--- src/rtl/pipelined_carry_increment_adder.sv ---
// Two-stage pipelined carry-increment adder/subtractor with valid/ready handshakes.
// Optional macro CIA_SAT_EN: on signed overflow the sum saturates to the signed extreme.
module pipelined_carry_increment_adder #(
  parameter int WIDTH = 16,
  parameter int GSIZE = 4
) (
  input  logic             clk,
  input  logic             rst,
  input  logic             in_valid,
  output logic             in_ready,
  input  logic [WIDTH-1:0] a,
  input  logic [WIDTH-1:0] b,
  input  logic             cin,
  input  logic             sub,
  output logic             out_valid,
  input  logic             out_ready,
  output logic [WIDTH-1:0] sum,
  output logic             cout,
  output logic             ovf
);

  localparam int NG  = WIDTH / GSIZE;
  localparam int MSB = WIDTH - 1;

  generate
    if (GSIZE < 2 || GSIZE > WIDTH || (WIDTH % GSIZE) != 0) begin : g_bad_params
      $error("pipelined_carry_increment_adder: WIDTH must be a multiple of GSIZE, GSIZE in 2..WIDTH");
    end
  endgenerate

`ifdef CIA_SAT_EN
  function automatic logic signed [WIDTH-1:0] sat_fn(input logic signed [WIDTH-1:0] s,
                                                     input logic ovf_i,
                                                     input logic a_msb);
    if (!ovf_i) return s;
    return a_msb ? {1'b1, {(WIDTH-1){1'b0}}} : {1'b0, {(WIDTH-1){1'b1}}};
  endfunction
`endif

  logic w_en;
  assign w_en     = ~out_valid | out_ready;
  assign in_ready = w_en;

  logic [WIDTH-1:0] w_beff, w_p, w_g, w_lsum;
  logic [NG-1:0]    w_gg;
  logic             w_ceff;

  always_comb begin
    logic c_loc;
    c_loc  = 1'b0;
    w_beff = b ^ {WIDTH{sub}};
    w_ceff = cin ^ sub;
    w_p    = a ^ w_beff;
    w_g    = a & w_beff;
    w_lsum = '0;
    w_gg   = '0;
    // Each group ripples internally from carry-in 0; its carry-out is the group generate.
    for (int k = 0; k < NG; k++) begin
      c_loc = 1'b0;
      for (int j = 0; j < GSIZE; j++) begin
        w_lsum[k*GSIZE+j] = w_p[k*GSIZE+j] ^ c_loc;
        c_loc             = w_g[k*GSIZE+j] | (w_p[k*GSIZE+j] & c_loc);
      end
      w_gg[k] = c_loc;
    end
  end

  // ---- stage 1: local group sums, group generates, propagate vector ----
  logic             r_vld_p1;
  logic [WIDTH-1:0] r_lsum_p1, r_p_p1;
  logic [NG-1:0]    r_gg_p1;
  logic             r_ceff_p1, r_amsb_p1;

  always_ff @(posedge clk) begin
    if (rst) begin
      r_vld_p1  <= 1'b0;
      r_lsum_p1 <= '0;
      r_p_p1    <= '0;
      r_gg_p1   <= '0;
      r_ceff_p1 <= 1'b0;
      r_amsb_p1 <= 1'b0;
    end else if (w_en) begin
      r_vld_p1  <= in_valid;
      r_lsum_p1 <= w_lsum;
      r_p_p1    <= w_p;
      r_gg_p1   <= w_gg;
      r_ceff_p1 <= w_ceff;
      r_amsb_p1 <= a[MSB];
    end
  end

  logic [NG:0]             w_c;
  logic [NG-1:0]           w_gp;
  logic [WIDTH-1:0]        w_sum;
  logic signed [WIDTH-1:0] w_res;
  logic                    w_ovf;

  always_comb begin
    w_c    = '0;
    w_c[0] = r_ceff_p1;
    w_gp   = '0;
    w_sum  = '0;
    for (int k = 0; k < NG; k++) begin
      w_gp[k]                   = &r_p_p1[k*GSIZE +: GSIZE];
      w_sum[k*GSIZE +: GSIZE]   = r_lsum_p1[k*GSIZE +: GSIZE] + GSIZE'(w_c[k]);
      w_c[k+1]                  = r_gg_p1[k] | (w_gp[k] & w_c[k]);
    end
    // Operand MSBs agree exactly when the MSB propagate bit is 0.
    w_ovf = ~r_p_p1[MSB] & (w_sum[MSB] ^ r_amsb_p1);
`ifdef CIA_SAT_EN
    w_res = sat_fn(w_sum, w_ovf, r_amsb_p1);
`else
    w_res = w_sum;
`endif
  end

  // ---- stage 2: group carry resolution, increment, overflow ----
  logic             r_vld_p2;
  logic [WIDTH-1:0] r_sum_p2;
  logic             r_cout_p2, r_ovf_p2;

  always_ff @(posedge clk) begin
    if (rst) begin
      r_vld_p2  <= 1'b0;
      r_sum_p2  <= '0;
      r_cout_p2 <= 1'b0;
      r_ovf_p2  <= 1'b0;
    end else if (w_en) begin
      r_vld_p2  <= r_vld_p1;
      r_sum_p2  <= w_res;
      r_cout_p2 <= w_c[NG];
      r_ovf_p2  <= w_ovf;
    end
  end

  assign out_valid = r_vld_p2;
  assign sum       = r_sum_p2;
  assign cout      = r_cout_p2;
  assign ovf       = r_ovf_p2;

endmodule

--- config.mk ---
export PLATFORM = sky130hd
export DESIGN_NAME = pipelined_carry_increment_adder
export DESIGN_NICKNAME = d
export VERILOG_FILES = /design/src/rtl/pipelined_carry_increment_adder.sv
export SDC_FILE = /design/constraint.sdc
export NUM_CORES = 1
export LEC_CHECK = 0
export CORE_ASPECT_RATIO = 1.4
export CORE_UTILIZATION = 51
export DETAILED_ROUTE_END_ITERATION = 8
export PLACE_DENSITY = 0.87
export SYNTH_ARGS = -nofsm -noshare
export SYNTH_HDL_FRONTEND = slang
export SYNTH_SLANG_ARGS = --single-unit
--- constraint.sdc ---
create_clock -name clk -period 2.92 [get_ports clk]
set_clock_uncertainty 0.1 [all_clocks]
set_input_delay 0.438 -clock clk [delete_from_list [all_inputs] [get_ports clk]]
set_output_delay 0.438 -clock clk [all_outputs]
set_load 0.05 [all_outputs]
==> impl_metrics.env <==
export IMPL_htree_num_levels=2
export IMPL_hold_viol=0
export IMPL_drt_pre_antenna_iters=4
export IMPL_diodes=0
export IMPL_antenna_found_initial=0
export IMPL_outcome="finished clean"
export IMPL_io_pins=58
export IMPL_layout_common_cells="nand2_1 (77), clkdlybuf4s50_1 (55), dfxtp_1 (54)"
export IMPL_fin_cells=436
export IMPL_syn_area_per_cell_sq_um=9.05
export IMPL_design_area_sq_mm=0.00354
export IMPL_place_hpwl_um=4430
export IMPL_hold_buffers=0
export IMPL_r2r_start="r_lsum_p1[4]$_SDFFE_PP0P_"
export IMPL_postCtsSetupBuffers=0
export IMPL_critPathCaptureType="flip-flop"
export IMPL_powerDensity_mw_per_mm2=520
export IMPL_place_ws_ns=-0.0308
export IMPL_mostFrequentLayoutCell="nand2_1"
export IMPL_synth_cells=318
export IMPL_clock_tree_root_cell="clkbuf_8"
export IMPL_globalRouteTotalUtil_pct=21.4
export IMPL_finalCritPeriodShare_pct=90.2
export IMPL_power_total_w=0.00184
export IMPL_synth_area_sq_mm=0.00288
export IMPL_final_nets=441
export IMPL_r2r_end="sum[15]$_SDFFE_PP0P_"
export IMPL_yosysWarnings=0
export IMPL_ys_seq_area_share_pct=37.6
export IMPL_reg2reg_depth=7
export IMPL_drv_cap=0
export IMPL_wl_um=5910
export IMPL_path_max_fanout=17
export IMPL_path_cells="clkdlybuf4s50_1, buf_12, xor2_1, ha_1, fa_1, inv_1, fa_1, inv_1, fa_1, nand2_1, a21oi_1"
export IMPL_viasPerCell=5.26
export IMPL_ys_types=33
export IMPL_cts_tree="built"
export IMPL_core_sq_mm=0.00549
export IMPL_place_congestion=0.826
export IMPL_drv_slew=0
export IMPL_dieArea_sq_mm=0.00595
export IMPL_syn_to_final_growth_pct=23.0
export IMPL_clk_path_buf_depth=2
export IMPL_cp_common_cell="fa_1"
export IMPL_cts_sinks=54
export IMPL_numCtsBuffers=5
export IMPL_rsz0062_at_grt="no"
export IMPL_yosysTopAreaCellShare_pct=37.6
export IMPL_ys_ff_latch=54
export IMPL_die_h_um=90.9
export IMPL_grt_pass1_vias=2279
export IMPL_synth_area_leader_cell="dfxtp_1"
export IMPL_slowest_stage="clkdlybuf4s50_1"
export IMPL_period_needed_ns=2.63
export IMPL_cp_num_cells=11
export IMPL_cp_top_family="adder cells"
export IMPL_cp_arrival_ns=2.68
export IMPL_worstSetupStartpointType="input pin"
export IMPL_worst_skew_pair_late_latency_ns=0.31
export IMPL_p_leak_nw=1.54
export IMPL_initial_core_util_pct=52.5
export IMPL_min_delay_path_class="flip-flop to flip-flop"
export IMPL_maxSlewHeadroom_pct=29.4
export IMPL_grt_first_pass_wirelength_um=9920
export IMPL_post_cts_resized=0
export IMPL_routedWlPerCell_um=13.6
export IMPL_rows=32
export IMPL_postPlaceCellArea_sq_mm=0.00345
export IMPL_required_ns=2.97
export IMPL_startpoint="sub"
export IMPL_worstSetupPathType="input pin to flip-flop"
export IMPL_synth_fp_nets=392
export IMPL_dp_cells=428
export IMPL_clk_pin_slew_ns=0.09
export IMPL_layout_drive_gt1_share_pct=7.34
export IMPL_max_slew_worst_pin_slew_ns=1.06
export IMPL_dieWidth_um=65.5
export IMPL_grt_overflow=0
export IMPL_crit_path_end="r_lsum_p1[15]$_SDFFE_PP0P_"
export IMPL_setup_viol=0
export IMPL_initialDrtViolationCount=116
export IMPL_ant_nets=0
export IMPL_route_detailed_drc=0
export IMPL_cp_num_buf_inv=4
export IMPL_io_buffers=57
export IMPL_grt_max_degree=57
export IMPL_cpPeakStageDelay_ns=0.50
export IMPL_max_freq_mhz=380
export IMPL_nFillCells=424
export IMPL_yosys_top_cells_area="dfxtp_1 (38%), ha_1 (10%), nand2_1 (10%)"
export IMPL_vias=2294
export IMPL_fin_ws_ns=0.287
export IMPL_peakVddDrop_v=0.000326
export IMPL_ff2ff_setup_slack_ns=0.94
-- worst min path at each step --
| stage | end | from | cells past startpoint | slack (ns) |
|---|---|---|---|---|
| after floorplan | r_p_p1[14]$_SDFFE_PP0P_ | r_p_p1[14]$_SDFFE_PP0P_ | 2 | 0.33 |
| after global placement | r_p_p1[14]$_SDFFE_PP0P_ | r_p_p1[14]$_SDFFE_PP0P_ | 2 | 0.34 |
| after detailed placement | r_p_p1[5]$_SDFFE_PP0P_ | r_p_p1[5]$_SDFFE_PP0P_ | 2 | 0.34 |
| after CTS | r_p_p1[5]$_SDFFE_PP0P_ | r_p_p1[5]$_SDFFE_PP0P_ | 2 | 0.36 |
| after global routing | sum[8]$_SDFFE_PP0P_ | sum[8]$_SDFFE_PP0P_ | 2 | 0.38 |
| final | r_p_p1[5]$_SDFFE_PP0P_ | r_p_p1[5]$_SDFFE_PP0P_ | 2 | 0.35 |
-- cells by family (layout without fill, tap and decap cells) --
kind of cell / count (synthesis) / count (layout) / share of synthesized area (%)
buffers and inverters: 38 / 88 / 6.87
adders and majority gates: 36 / 36 / 18.8
DFF: 54 / 54 / 37.6
AOI/OAI and AO/OA: 59 / 59 / 13.8
and+or+nand+nor: 106 / 106 / 15.3
xor gates and xnor gates: 25 / 25 / 7.61
-- synthesized netlist by cell type, drive strengths merged --
cell type,instances
a211oi,14
a21o,1
a21oi,38
a31oi,1
a41o,1
and2,1
and4,2
buf,18
clkbuf,2
dfxtp,54
fa,12
ha,24
inv,18
nand2,77
nand3,4
nand3b,1
nand4,1
nor2,16
nor2b,1
nor3,1
nor4b,1
o211ai,1
o21ai,1
o21bai,1
o31a,1
or4,1
xnor2,5
xor2,20
-- routing by layer --
metal,vias to the layer above,track usage [%],wire length [um]
met2,43,39.3,3320
met3,10,3.66,169
met1,1115,24.7,2340
met5,-,0,0
li1,1126,-,-
met4,0,5.80,82
-- worst min-delay path, delay by kind of cell (launching register included) --
kind             cells  cell delay, ns
flip-flops           1            0.32
AND/OR/NAND/NOR      1            0.05
AO/OA/AOI/OAI        1            0.05
-- report_power, final --
part / switching [W] / internal [W] / leakage [nW]
sequential: 0.0000591 / 0.000826 / 0.448
combinational: 0.000299 / 0.000224 / 1.04
clock: 0.000241 / 0.000191 / 0.0472
-- state kept, by name, summed over array words and instances (netlist names) --
register,count
ovf,1
r_ceff_p1,1
r_gg_p1,4
r_p_p1,12
cout,1
sum,16
r_vld_p1,1
r_lsum_p1,16
out_valid,1
r_amsb_p1,1
-- cell type report --
class | count | area [sq um] | area share (%)
Sequential cell | 54 | 1080 | 30.5
Multi-Input combinational cell | 226 | 1600 | 45.2
Clock inverter | 2 | 12.5 | 0.353
Tap cell | 68 | 85.1 | 2.40
Timing Repair Buffer | 62 | 613 | 17.3
Clock buffer | 6 | 82.6 | 2.33
Inverter | 18 | 67.6 | 1.91
-- metrics by stage --
step / setup TNS [ns] / utilization (%) / hold slack (ns)
floorplan: 0 / - / 0.328
global placement: 0 / 62.8 / 0.337
detailed placement: -0.0488 / 62.8 / 0.344
CTS: 0 / 64.6 / 0.357
global route: 0 / 64.6 / 0.375
finish: 0 / 64.6 / 0.355
Power figures use the tool's default switching activity.
